### src/rtl/sensor_alarm.sv
// Debounced sensor fault alarm with operator acknowledge, fault-code snapshot
// and a saturating alarm-event counter.
module sensor_alarm #(
  parameter int unsigned DEBOUNCE = 3
) (
  input  logic       clk,
  input  logic       rst,
  input  logic       error,
  input  logic [3:0] sensors,
  input  logic       ack,
  input  logic       count_clr,
  output logic       alarm,
  output logic [3:0] alarm_code,
  output logic [7:0] err_count,
  output logic       busy
);

  typedef enum logic [1:0] {IDLE, QUALIFY, ALARM, CLEAR} state_t;

  state_t     state, state_n;
  logic [3:0] qcnt, qcnt_n;
  logic [4:0] qcnt_inc;
  logic       enter;
  logic       alarm_n;
  logic [3:0] code_n;
  logic [7:0] count_n;

  assign qcnt_inc = {1'b0, qcnt} + 5'd1;

  always_comb begin
    state_n = state;
    qcnt_n  = qcnt;
    alarm_n = alarm;
    enter   = 1'b0;
    case (state)
      IDLE: begin
        if (error) begin
          if (DEBOUNCE == 1) begin
            state_n = ALARM;
            qcnt_n  = '0;
            enter   = 1'b1;
          end else begin
            state_n = QUALIFY;
            qcnt_n  = 4'd1;
          end
        end else begin
          qcnt_n = '0;
        end
      end
      QUALIFY: begin
        if (!error) begin
          state_n = IDLE;
          qcnt_n  = '0;
        end else if (qcnt_inc < 5'(DEBOUNCE)) begin
          qcnt_n = qcnt_inc[3:0];
        end else begin
          state_n = ALARM;
          qcnt_n  = '0;
          enter   = 1'b1;
        end
      end
      ALARM: begin
        // A persisting fault parks in CLEAR so it cannot re-qualify.
        if (ack) begin
          state_n = error ? CLEAR : IDLE;
          alarm_n = 1'b0;
        end
      end
      CLEAR: begin
        if (!error) state_n = IDLE;
      end
      default: state_n = IDLE;
    endcase

    if (enter) alarm_n = 1'b1;
    code_n = enter ? sensors : alarm_code;

    // Entry with a simultaneous clear counts this event only.
    if (enter) begin
      if (count_clr)               count_n = 8'd1;
      else if (err_count == '1)    count_n = err_count;
      else                         count_n = err_count + 8'd1;
    end else if (count_clr) begin
      count_n = '0;
    end else begin
      count_n = err_count;
    end
  end

  always_ff @(posedge clk) begin
    if (rst) begin
      state      <= IDLE;
      qcnt       <= '0;
      alarm      <= 1'b0;
      alarm_code <= '0;
      err_count  <= '0;
      busy       <= 1'b0;
    end else begin
      state      <= state_n;
      qcnt       <= qcnt_n;
      alarm      <= alarm_n;
      alarm_code <= code_n;
      err_count  <= count_n;
      busy       <= (state_n != IDLE);
    end
  end

endmodule

### config.mk
export PLATFORM = sky130hd
export DESIGN_NAME = sensor_alarm
export DESIGN_NICKNAME = d
export VERILOG_FILES = /design/src/rtl/sensor_alarm.sv
export SDC_FILE = /design/constraint.sdc
export NUM_CORES = 1
export LEC_CHECK = 0
export ABC_AREA = 0
export BUFFER_PORTS_ARGS = -buffer_cell sky130_fd_sc_hd__buf_2
export CAP_MARGIN = 10
export CORE_UTILIZATION = 50
export CTS_CLUSTER_DIAMETER = 40
export DETAILED_ROUTE_END_ITERATION = 8
export PLACE_DENSITY = 0.78
export SYNTH_ARGS = -nofsm -noshare
export SYNTH_HDL_FRONTEND = slang
export SYNTH_SLANG_ARGS = --single-unit
### constraint.sdc
create_clock -name clk -period 2.2 [get_ports clk]
set_input_delay 0.33 -clock clk [delete_from_list [all_inputs] [get_ports clk]]
set_output_delay 0.33 -clock clk [all_outputs]
set_load 0.01 [all_outputs]
==> results.ini <==
[status]
outcome=completed

[critical_path]
timing.rr.end=err_count[4]$_SDFFE_PP0P_
reg2reg_slack_ps=220
critical_path_required_ps=2450
cp_cell_sequence=ha_1 -> and2_1 -> a21oi_4 -> o21ai_2 -> or4_1 -> a21oi_1
critPathLaunchType=register
r2r_start=qcnt[0]$_SDFFE_PP0P_
cpPeakStageDelay_ps=540
crit_type=reg -> reg
path_max_fanout=15
worst_ep_arrival_time_ps=2230
crit_path_end_kind=register
critPathSlowestCell=or4_1
reg2reg_depth=6

[power_and_ir_drop]
swShare_pct=20.7
sequentialPowerShare_pct=52.0
p_per_area_nw_per_um2=649
p_comb_share_pct=5.4
p_sw_uw=148
power.leakage_uw=0.000452
p_int_uw=568
pwr-share-clk_pct=42.6
vdd_ir_drop_max_uv=475

[grt]
grt_pass1_wl_um=3390
antenna_found_initial=0
grtUsageTotal_pct=23.2
grt-ovfl-total=0
grt_pass1_vias=822
grt_max_degree=16

[timing]
rsz0062_at_grt=no
skew_ps=5.79
tightest_slew_ps=548
min_period_ps=1980
setup_viol_count_final=0
max_slew_margin_pct=63.5
final_hold_viol_count=0
drv_slew=0
tns_ps=0
post-route-period-util_pct=89.8
clock.fmax_mhz=506
timing.hold.ws_ps=238

[synthesis]
syn_inst=110
synth-seq-cells=20
synth-edff-count=0
synth_seq_area_share_pct=43.2
mappedNetlistArea_sq_um=926
ys_warn_count=0
synthFlopType=dfxtp_1
synth_cell_types=35
syn_nets=121
async_flop_share_pct=0
syn_avg_cell_area_sq_um=8.42

[die]
start_util_pct=53.6
core_sq_um=1730
fp.dieH_um=45.0
die_width_um=45.0
fp.dieArea_sq_um=2030
rows=15
ioPinCount=23

[cells_and_area]
fillers=164
synthToLayoutAreaGrowth_pct=19.2
diodes=0
nets=144
seqCellArea_sq_um=400
fin_util_pct=63.9
multi_input_area_sq_um=498
layout-drive-gt1-share_pct=25.8

[place]
dp_hpwl_um=1350
port_buffers=22
gp_congestion=0.780

[clocking]
cts_tree=done
cts_hold_buf=0
insertion_delay_ps=310
clk_pin_slew_ps=120
cts.repair.resized=0
htreeDepth=1
cts_setup_buffers=0
cts_sinks=20
clock-root-buffer=clkbuf_4
cts_buffers=3
clock_path_buffers=2

[min_path]
min_path_type=in -> reg
hold-path-cell-count=3
min-delay-start=sensors[2]
min_to=alarm_code[2]$_SDFFE_PP0P_

[routing]
dr.pass1.iters=4
vias_per_cell=5.61
antenna_left=0
drc=0
post_drt_wl_per_cell_um=12.3
vias=881
drt_iter0_drc=14
finalWirelength_um=1930

[run]
maxCapViolCount=0

-- how the worst max path moves through the flow --
stage / to / slack [ps] / from / cells after the start
after CTS: err_count[4]$_SDFFE_PP0P_ / 210 / qcnt[0]$_SDFFE_PP0P_ / 6
after global placement: err_count[3]$_SDFFE_PP0P_ / 340 / qcnt[0]$_SDFFE_PP0P_ / 6
after global routing: err_count[7]$_SDFFE_PP0P_ / 40 / qcnt[0]$_SDFFE_PP0P_ / 5
after floorplan: err_count[3]$_SDFFE_PP0P_ / 510 / qcnt[0]$_SDFFE_PP0P_ / 6
final: err_count[4]$_SDFFE_PP0P_ / 220 / qcnt[0]$_SDFFE_PP0P_ / 6
after detailed placement: err_count[4]$_SDFFE_PP0P_ / 230 / qcnt[0]$_SDFFE_PP0P_ / 6
-- synth_stat cells (all sizes together), types with 2 or more instances --
| cell | n | area [sq um] |
|---|---|---|
| dfxtp | 20 | 400 |
| nand2 | 17 | 63.8 |
| a21oi | 15 | 86.3 |
| nand3 | 6 | 30.0 |
| nor2 | 6 | 22.5 |
| o21ai | 6 | 33.8 |
| and3 | 3 | 23.8 |
| inv | 3 | 11.3 |
| o31ai | 3 | 22.5 |
| or2 | 3 | 18.8 |
| or4 | 3 | 22.5 |
| and2 | 2 | 15.0 |
| buf | 2 | 8.75 |
| clkbuf | 2 | 7.51 |
| ha | 2 | 25.0 |
| nor4 | 2 | 12.5 |
| o311ai | 2 | 17.5 |
-- layout make-up --
class | count | area share (%)
Clock inverter | 1 | 2.72
Inverter | 3 | 1.02
Tap cell | 25 | 2.83
Multi-Input combinational cell | 83 | 45.1
Timing Repair Buffer | 22 | 9.98
Sequential cell | 20 | 36.3
Clock buffer | 3 | 2.04
-- metal layers --
| metal | wire length (um) | share of wire (%) | vias to the layer above | track usage (%) |
|---|---|---|---|---|
| met1 | 879 | 45 | 403 | 27.6 |
| li1 | - | - | 446 | - |
| met2 | 941 | 49 | 25 | 38.8 |
| met5 | 0 | 0 | - | 0 |
| met3 | 68 | 3.5 | 7 | 4.80 |
| met4 | 44 | 2.3 | 0 | 12.7 |
-- cell usage in the layout, fill, tap and decap left out, types with 2 or more instances in the layout --
cell,netlist,final
inv_1,3,3
clkbuf_4,0,3
nand2_1,17,17
a21oi_1,14,14
nor4_1,2,2
or4_1,3,3
buf_2,1,22
ha_1,2,2
dfxtp_1,20,20
and3_1,2,2
o21ai_0,5,5
o311ai_0,2,2
or2_2,3,3
nor2_1,6,6
o31ai_1,3,3
nand3_1,6,6
-- through the flow --
stage / setup WS [ps] / power (uW) / instance area (sq um) / instances
detailed placement: 226 / 419 / 1050 / 153
global route: 43.4 / 744 / 1100 / 157
finish: 223 / 716 / 1100 / 157
global placement: 345 / 418 / 1050 / 153
CTS: 211 / 718 / 1100 / 157
floorplan: 509 / 403 / 926 / 110
-- logic make-up after synthesis --
kind of cell / Yosys count / synth area share (%)
AOI/OAI and AO/OA: 33 / 23.1
xor gates and xnor gates: 1 / 0.946
adders and majority gates: 2 / 2.70
buffers and inverters: 7 / 2.97
DFF: 20 / 43.2
muxes: 1 / 1.08
and+or+nand+nor: 46 / 25.9
-- power by group through the flow --
stage | Clock [uW] | Sequential, uW | Combinational, uW
2_1_floorplan | 0 | 381 | 22.3
3_3_place_gp | 0 | 380 | 37.6
3_5_place_dp | 0 | 380 | 38.7
4_1_cts | 307 | 372 | 39.1
5_1_grt | 326 | 374 | 44.6
6_report | 305 | 372 | 38.9
-- state kept, by name (all words and copies together) (netlist names) --
register	flops
qcnt	4
alarm_code	4
busy	1
err_count	8
alarm	1
state	2
-- critical path: cells and delay by family (launching register included) --
kind / cells / cell delay [ps]
and+or+nand+nor: 2 / 720
adders and majority gates: 1 / 220
DFF: 1 / 370
AOI/OAI and AO/OA: 3 / 600
No activity file was read; power rests on OpenSTA's default activity.
